$ cat src/rtl/mem_wr_router.sv
// Host write router: selects one of four BRAM targets from the address top bits
// and widens addresses with segment/page shadows snooped from controller writes.
module mem_wr_router #(
  parameter int STM_PAGE_W    = 4,
  parameter int STM_NUM_PAGES = 16,
  parameter int DUTY_PAGE_W   = 2
) (
  input  logic                     CLK,
  input  logic                     RST_N,
  input  logic                     BUS_WE,
  input  logic [15:0]              BUS_ADDR,
  input  logic [15:0]              BUS_DATA,
  output logic                     CTL_WE,
  output logic [13:0]              CTL_ADDR,
  output logic                     MOD_WE,
  output logic [14:0]              MOD_ADDR,
  output logic                     NORMAL_WE,
  output logic [13:0]              NORMAL_ADDR,
  output logic                     STM_WE,
  output logic [14+STM_PAGE_W:0]   STM_ADDR,
  output logic [15:0]              WR_DATA,
  output logic [DUTY_PAGE_W-1:0]   DUTY_PAGE,
  output logic                     PAGE_ERR,
  input  logic                     PAGE_ERR_CLR
);

  localparam logic [13:0] MOD_SEG_REG   = 14'h020;
  localparam logic [13:0] STM_SEG_REG   = 14'h050;
  localparam logic [13:0] STM_PAGE_REG  = 14'h058;
  localparam logic [13:0] DUTY_PAGE_REG = 14'h060;
  localparam logic [STM_PAGE_W:0] PAGE_LIMIT = (STM_PAGE_W+1)'(STM_NUM_PAGES);

  function automatic logic page_valid(input logic [STM_PAGE_W-1:0] page);
    return {1'b0, page} < PAGE_LIMIT;
  endfunction

  logic                  vld_p1;
  logic [1:0]            sel_p1;
  logic [13:0]           waddr_p1;
  logic [15:0]           data_p1;

  logic                  mod_seg;
  logic                  stm_seg;
  logic [STM_PAGE_W-1:0] stm_page;

  logic ctl_hit, mod_hit, normal_hit, stm_sel, stm_hit, stm_drop, routed;

  // Stage 1: capture the host bus every cycle
  always_ff @(posedge CLK or negedge RST_N) begin
    if (!RST_N) vld_p1 <= 1'b0;
    else        vld_p1 <= BUS_WE;
  end

  always_ff @(posedge CLK) begin
    sel_p1   <= BUS_ADDR[15:14];
    waddr_p1 <= BUS_ADDR[13:0];
    data_p1  <= BUS_DATA;
  end

  assign ctl_hit    = vld_p1 && (sel_p1 == 2'd0);
  assign mod_hit    = vld_p1 && (sel_p1 == 2'd1);
  assign normal_hit = vld_p1 && (sel_p1 == 2'd2);
  assign stm_sel    = vld_p1 && (sel_p1 == 2'd3);
  assign stm_hit    = stm_sel && page_valid(stm_page);
  assign stm_drop   = stm_sel && !page_valid(stm_page);
  assign routed     = ctl_hit || mod_hit || normal_hit || stm_hit;

  // Stage 2: decode against current shadows, register routed outputs
  always_ff @(posedge CLK or negedge RST_N) begin
    if (!RST_N) begin
      CTL_WE      <= 1'b0;
      CTL_ADDR    <= '0;
      MOD_WE      <= 1'b0;
      MOD_ADDR    <= '0;
      NORMAL_WE   <= 1'b0;
      NORMAL_ADDR <= '0;
      STM_WE      <= 1'b0;
      STM_ADDR    <= '0;
      WR_DATA     <= '0;
      DUTY_PAGE   <= '0;
      PAGE_ERR    <= 1'b0;
      mod_seg     <= 1'b0;
      stm_seg     <= 1'b0;
      stm_page    <= '0;
    end else begin
      CTL_WE    <= ctl_hit;
      MOD_WE    <= mod_hit;
      NORMAL_WE <= normal_hit;
      STM_WE    <= stm_hit;
      if (routed)     WR_DATA     <= data_p1;
      if (ctl_hit)    CTL_ADDR    <= waddr_p1;
      if (mod_hit)    MOD_ADDR    <= {mod_seg, waddr_p1};
      if (normal_hit) NORMAL_ADDR <= waddr_p1;
      if (stm_hit)    STM_ADDR    <= {stm_seg, stm_page, waddr_p1};
      // Shadows land on the CTL_WE edge so the very next decode already sees them
      if (ctl_hit) begin
        case (waddr_p1)
          MOD_SEG_REG:   mod_seg   <= data_p1[0];
          STM_SEG_REG:   stm_seg   <= data_p1[0];
          STM_PAGE_REG:  stm_page  <= data_p1[STM_PAGE_W-1:0];
          DUTY_PAGE_REG: DUTY_PAGE <= data_p1[DUTY_PAGE_W-1:0];
          default: ;
        endcase
      end
      if (stm_drop)          PAGE_ERR <= 1'b1;
      else if (PAGE_ERR_CLR) PAGE_ERR <= 1'b0;
    end
  end

endmodule
$ cat config.mk
export PLATFORM = sky130hd
export DESIGN_NAME = mem_wr_router
export DESIGN_NICKNAME = d
export VERILOG_FILES = /design/src/rtl/mem_wr_router.sv
export SDC_FILE = /design/constraint.sdc
export NUM_CORES = 1
export LEC_CHECK = 0
export ABC_AREA = 0
export CAP_MARGIN = 0
export CORE_MARGIN = 2
export CORE_UTILIZATION = 50
export CTS_CLUSTER_SIZE = 40
export DETAILED_ROUTE_END_ITERATION = 6
export PLACE_DENSITY = 0.89
export SETUP_SLACK_MARGIN = 0.2
export SKIP_CTS_REPAIR_TIMING = 1
export SYNTH_ARGS = -nofsm -noshare
export SYNTH_HDL_FRONTEND = slang
export SYNTH_SLANG_ARGS = --single-unit
$ cat constraint.sdc
create_clock -name CLK -period 5.2 [get_ports CLK]
set_clock_uncertainty 0.15 [all_clocks]
set_input_delay 1.56 -clock CLK [delete_from_list [all_inputs] [get_ports CLK]]
set_output_delay 1.56 -clock CLK [all_outputs]
set_load 0.05 [all_outputs]
# ---- After elaboration in Yosys (flattened, before gate mapping)
# Index checks and enable logic that the tools add are counted.
dict set report word_totals {
  regBits 123
  inputBits 36
  out_inout_bits 85
  elab_cells 36
}
dict set report op_classes {
  n_eq_ne 7
  reduce_logical 12
}
# op n
set op_table {}
lappend op_table {{14-bit by 7-bit equality test with 1-bit output (second input constant)} 3}
lappend op_table {{14-bit by 6-bit equality test with 1-bit output (second input constant)} 1}
lappend op_table {{2-bit AND reduction} 4}
lappend op_table {{2-bit equality test (second input constant)} 2}
lappend op_table {{1-bit logical AND} 4}
lappend op_table {{1-bit logical OR} 3}
lappend op_table {{2-bit by 1-bit equality test with 1-bit output (second input constant)} 1}
lappend op_table {{2-bit logical NOT} 1}

# ---- Longest topological paths before layout
dict set report depth {
  depth_word 5
  depth_mapped 6
  depth_no_buf 4
}

# ---- Least setup slack after synthesis
# No wires, ideal clock.
dict set report synth_timing {
  kind {reg-to-output}
  start {register MOD_ADDR[14]}
  end {output port MOD_ADDR[14]}
  arrival_ps 600
  t_required_ps 3490
  path_slack_ps 2890
  stages_incl_launch_ff 1
  n_path_buf 0
  cell_sequence {dfrtp_1}
}
# element line
set synth_rtl {}
lappend synth_rtl {{start: declaration} 16} ;# output logic [14:0] MOD_ADDR,
lappend synth_rtl {{start signal: assignment} 92} ;# if (mod_hit) MOD_ADDR <= {mod_seg, waddr_p1};
# No word-level cell between the ends.

# ---- Worst setup path after layout
dict set report layout_timing {
  start {register WR_DATA[11]}
  end {output port WR_DATA[11]}
}
# element line
set layout_rtl {}
lappend layout_rtl {{start: declaration} 21} ;# output logic [15:0] WR_DATA,
lappend layout_rtl {{start signal: assignment} 90} ;# if (routed) WR_DATA <= data_p1;
# No word-level cell between the ends.

==> impl_results.md <==
- Top cells by count, synth: dfrtp_1, mux2_2, dfxtp_1
- Critical path required time: 3.49 ns
- Synth area leaders: dfrtp_1, mux2_2, dfxtp_1
- Fillers: approximately 480
- CP Buf/Inv Count: 1
- Cell family with most CP delay: buffers and inverters
- ANT cells: 0
- Worst reg-to-reg path cell count: 4
- Worst setup SP type: register
- Worst path cell trace: clkdlybuf4s50_1
- Total CTS buffers: 17
- Post-Syn Instances: between 200 and 250
- Count leader, synth: dfrtp_1
- DR iter-0 viols: 53
- GPL Wtd Cong: 0.7207
- Critical Path Max Stage Delay: around 0.84 ns
- Asr flop ratio synth: 73.98%
- Number of remaining DRC errors: 0
- Mean area per synthesized cell: 17.01 sq um
- CP endpoint kind: output port
- DRT antenna net count: 0
- Die height: 94.18 um
- Syn Std Cell Area: between 4000 and 5000 sq um
- Register share of total power: 37.1%
- Net count after synthesis: around 280
- Initial Util: 52.08%
- Finished Cell Area: 5963 sq um
- Min Hold Slack: a little over 0.3 ns
- Number of antenna violations at the first check in global routing: 0
- Setup CP Type: reg -> out
- H-tree levels: 4
- Worst setup startpoint: WR_DATA[11]$_DFFE_PN0P_
- CP arrival: 1.69 ns
- Die width: 94.18 um
- Port bufs: 118
- Drt via density: roughly 5
- RSZ-0062 raised after global routing: false
- Worst setup endpoint: WR_DATA[11]
- GRT Overall Usage: 20.76%
- Fmax: about 300 MHz
- Netlist cell types: 22
- Register area share after synthesis: a little over 70%
- Max clock buf depth: 2
- Hold path cells: 1
- I/O Pins: 121
- Fin crit share: between 60% and 70%
- Synth top area share: 56.00%
- Clock power share: between 30 and 40%
- Clk slew on worst S/H paths: 0.06 ns
- FF+latch count, synth: 123
- Sw frac: 30.59%
- Die ar.: approximately 8900 sq um
- WL/cell: 17.56 um
- Final WL: 8501 um
- Layout Cells excl Fill: 484
- EDFF count, synth: 0
- HPWL Detailed: 5674 um
- P&R area growth vs syn: 46.65%
- Worst slew margin relative to its limit: 23.11%
- Critical path depth in cells: 1
- CTS tree: done
- R2R Path End: DUTY_PAGE[1]$_DFFE_PN0P_
- Max_cap viols: 0
- Primary FF master, synth: dfrtp_1
- Worst Max-Slew Pin Slew: 1.150 ns
- Final min period: 3.405 ns
- Clk sinks: 123
- First-pass GRT wire length: 13540 um
- Status: completed
- Core area: 7807 sq um
- Placed cells: ~450
- Largest net degree at the start of global routing: 60
- Worst vdd ir: 0.3167 mV
- Number of global-route vias before repair: 2599
- Max Slew Vio Count: 0
- Register-to-Register Setup Slack: between 2 and 2.5 ns
- Fraction of layout cells with a size suffix above 1: 31.15%
- Leakage: 2.560 nW
- Logic pwr share: 23.0%
- Total iterations of the first detailed-routing run: 4
- Yosys warns: 0
- Grt ovf: 0
- Final hold violations: 0
- TNS Setup: 0 ns
- Sw power: 0.0009331 W
- Area leader, netlist: dfrtp_1
- Pint: 0.002117 W
- Critical Path Slowest Stage Cell: clkdlybuf4s50_1
- Placed instance area: 5341 sq um
- Clk Latency, worst-skew pair: 0.50 ns
- HP Class: reg -> reg
- # rows: 32
- PwrDens: 511.5 nW/um^2
- Final setup violation count: 0
- Worst r2r src: vld_p1$_DFF_PN0_
- Max Fanout on Critical Path: 2
- Final Net Count: slightly above 400
- Via count: between 2000 and 2500
- Root Driver: clkbuf_8
-- cells by family after synthesis --
| logic type | after synthesis | synth area share, % |
|---|---|---|
| DFF | 123 | 71.75 |
| muxes | 85 | 23.54 |
| and+or+nand+nor | 19 | 3.384 |
| buffers and inverters | 11 | 1.231 |
| other | 1 | 0.09222 |
-- cell type report --
type | instances | area (sq um) | area share [%]
Sequential cell | 123 | 2918 | 48.93
Tap cell | 102 | 127.6 | 2.140
Inverter | 3 | 11.26 | 0.1888
Clock inverter | 13 | 190.2 | 3.189
Timing Repair Buffer | 119 | 1186 | 19.89
Multi-Input combinational cell | 105 | 1099 | 18.42
Clock buffer | 19 | 431.7 | 7.239
-- flip-flops by register name, summed over array words and instances, names as in the netlist, 2 cells and up --
name / cells
sel_p1: 2
MOD_ADDR: 15
WR_DATA: 16
DUTY_PAGE: 2
CTL_ADDR: 14
stm_page: 4
STM_ADDR: 19
NORMAL_ADDR: 14
waddr_p1: 14
data_p1: 16
-- per-layer routing --
metal	GRT usage (%)	wire length [um]	share of wire, %
met1	24.62	3532	42
met5	0	0	0
met3	9.390	643	7.6
met2	34.58	4252	50
met4	5.193	71	0.84
-- worst min-delay path by stage --
stage	slack, ns	startpoint	end
after floorplan	0.28	mod_seg$_DFFE_PN0P_	MOD_ADDR[14]$_DFFE_PN0P_
after global placement	0.29	data_p1[7]$_DFF_P_	WR_DATA[7]$_DFFE_PN0P_
after detailed placement	0.30	data_p1[14]$_DFF_P_	WR_DATA[14]$_DFFE_PN0P_
after CTS	0.31	data_p1[14]$_DFF_P_	WR_DATA[14]$_DFFE_PN0P_
after global routing	0.32	data_p1[14]$_DFF_P_	WR_DATA[14]$_DFFE_PN0P_
final	0.31	data_p1[14]$_DFF_P_	WR_DATA[14]$_DFFE_PN0P_
-- layout by cell type, fill, tap and decap left out --
master,synthesis,layout
clkinvlp_4,0,4
nor3b_1,2,2
nor4b_2,1,1
nor3_1,1,1
nor3b_4,1,1
dfrtp_1,91,91
clkbuf_8,0,2
clkdlybuf4s50_1,0,117
clkbuf_16,0,16
clkbuf_1,2,1
nor4_1,2,2
clkinv_4,0,1
nor2_1,1,1
buf_4,1,2
inv_1,3,3
bufinv_16,0,4
nand4b_1,1,1
nand3b_1,2,2
nand4_1,1,1
inv_6,0,3
nand3_1,2,2
mux2_1,2,2
conb_1,1,1
dfxtp_1,32,32
nand2_1,4,4
nor4_2,1,1
clkinv_2,0,1
mux2_2,83,83
-- power groups by stage --
| stage | sequential [W] | clock, W | combinational, W |
|---|---|---|---|
| 2_1_floorplan | 0.00148 | 0 | 0.000102 |
| 3_3_place_gp | 0.00114 | 0 | 0.000696 |
| 3_5_place_dp | 0.00115 | 0 | 0.000706 |
| 4_1_cts | 0.00113 | 0.00123 | 0.000710 |
| 5_1_grt | 0.00115 | 0.00128 | 0.000728 |
| 6_report | 0.00113 | 0.00122 | 0.000703 |
-- stage by stage --
step | setup WS [ns] | total power (W) | utilization, %
2_1_floorplan | 2.890 | 0.001581 | -
4_1_cts | 1.754 | 0.003076 | 76.38
6_report | 1.795 | 0.003050 | 76.38
3_3_place_gp | 2.150 | 0.001837 | 68.41
5_1_grt | 1.724 | 0.003156 | 76.38
3_5_place_dp | 2.149 | 0.001855 | 68.41
Note: power is estimated with default switching activity, not from simulation.
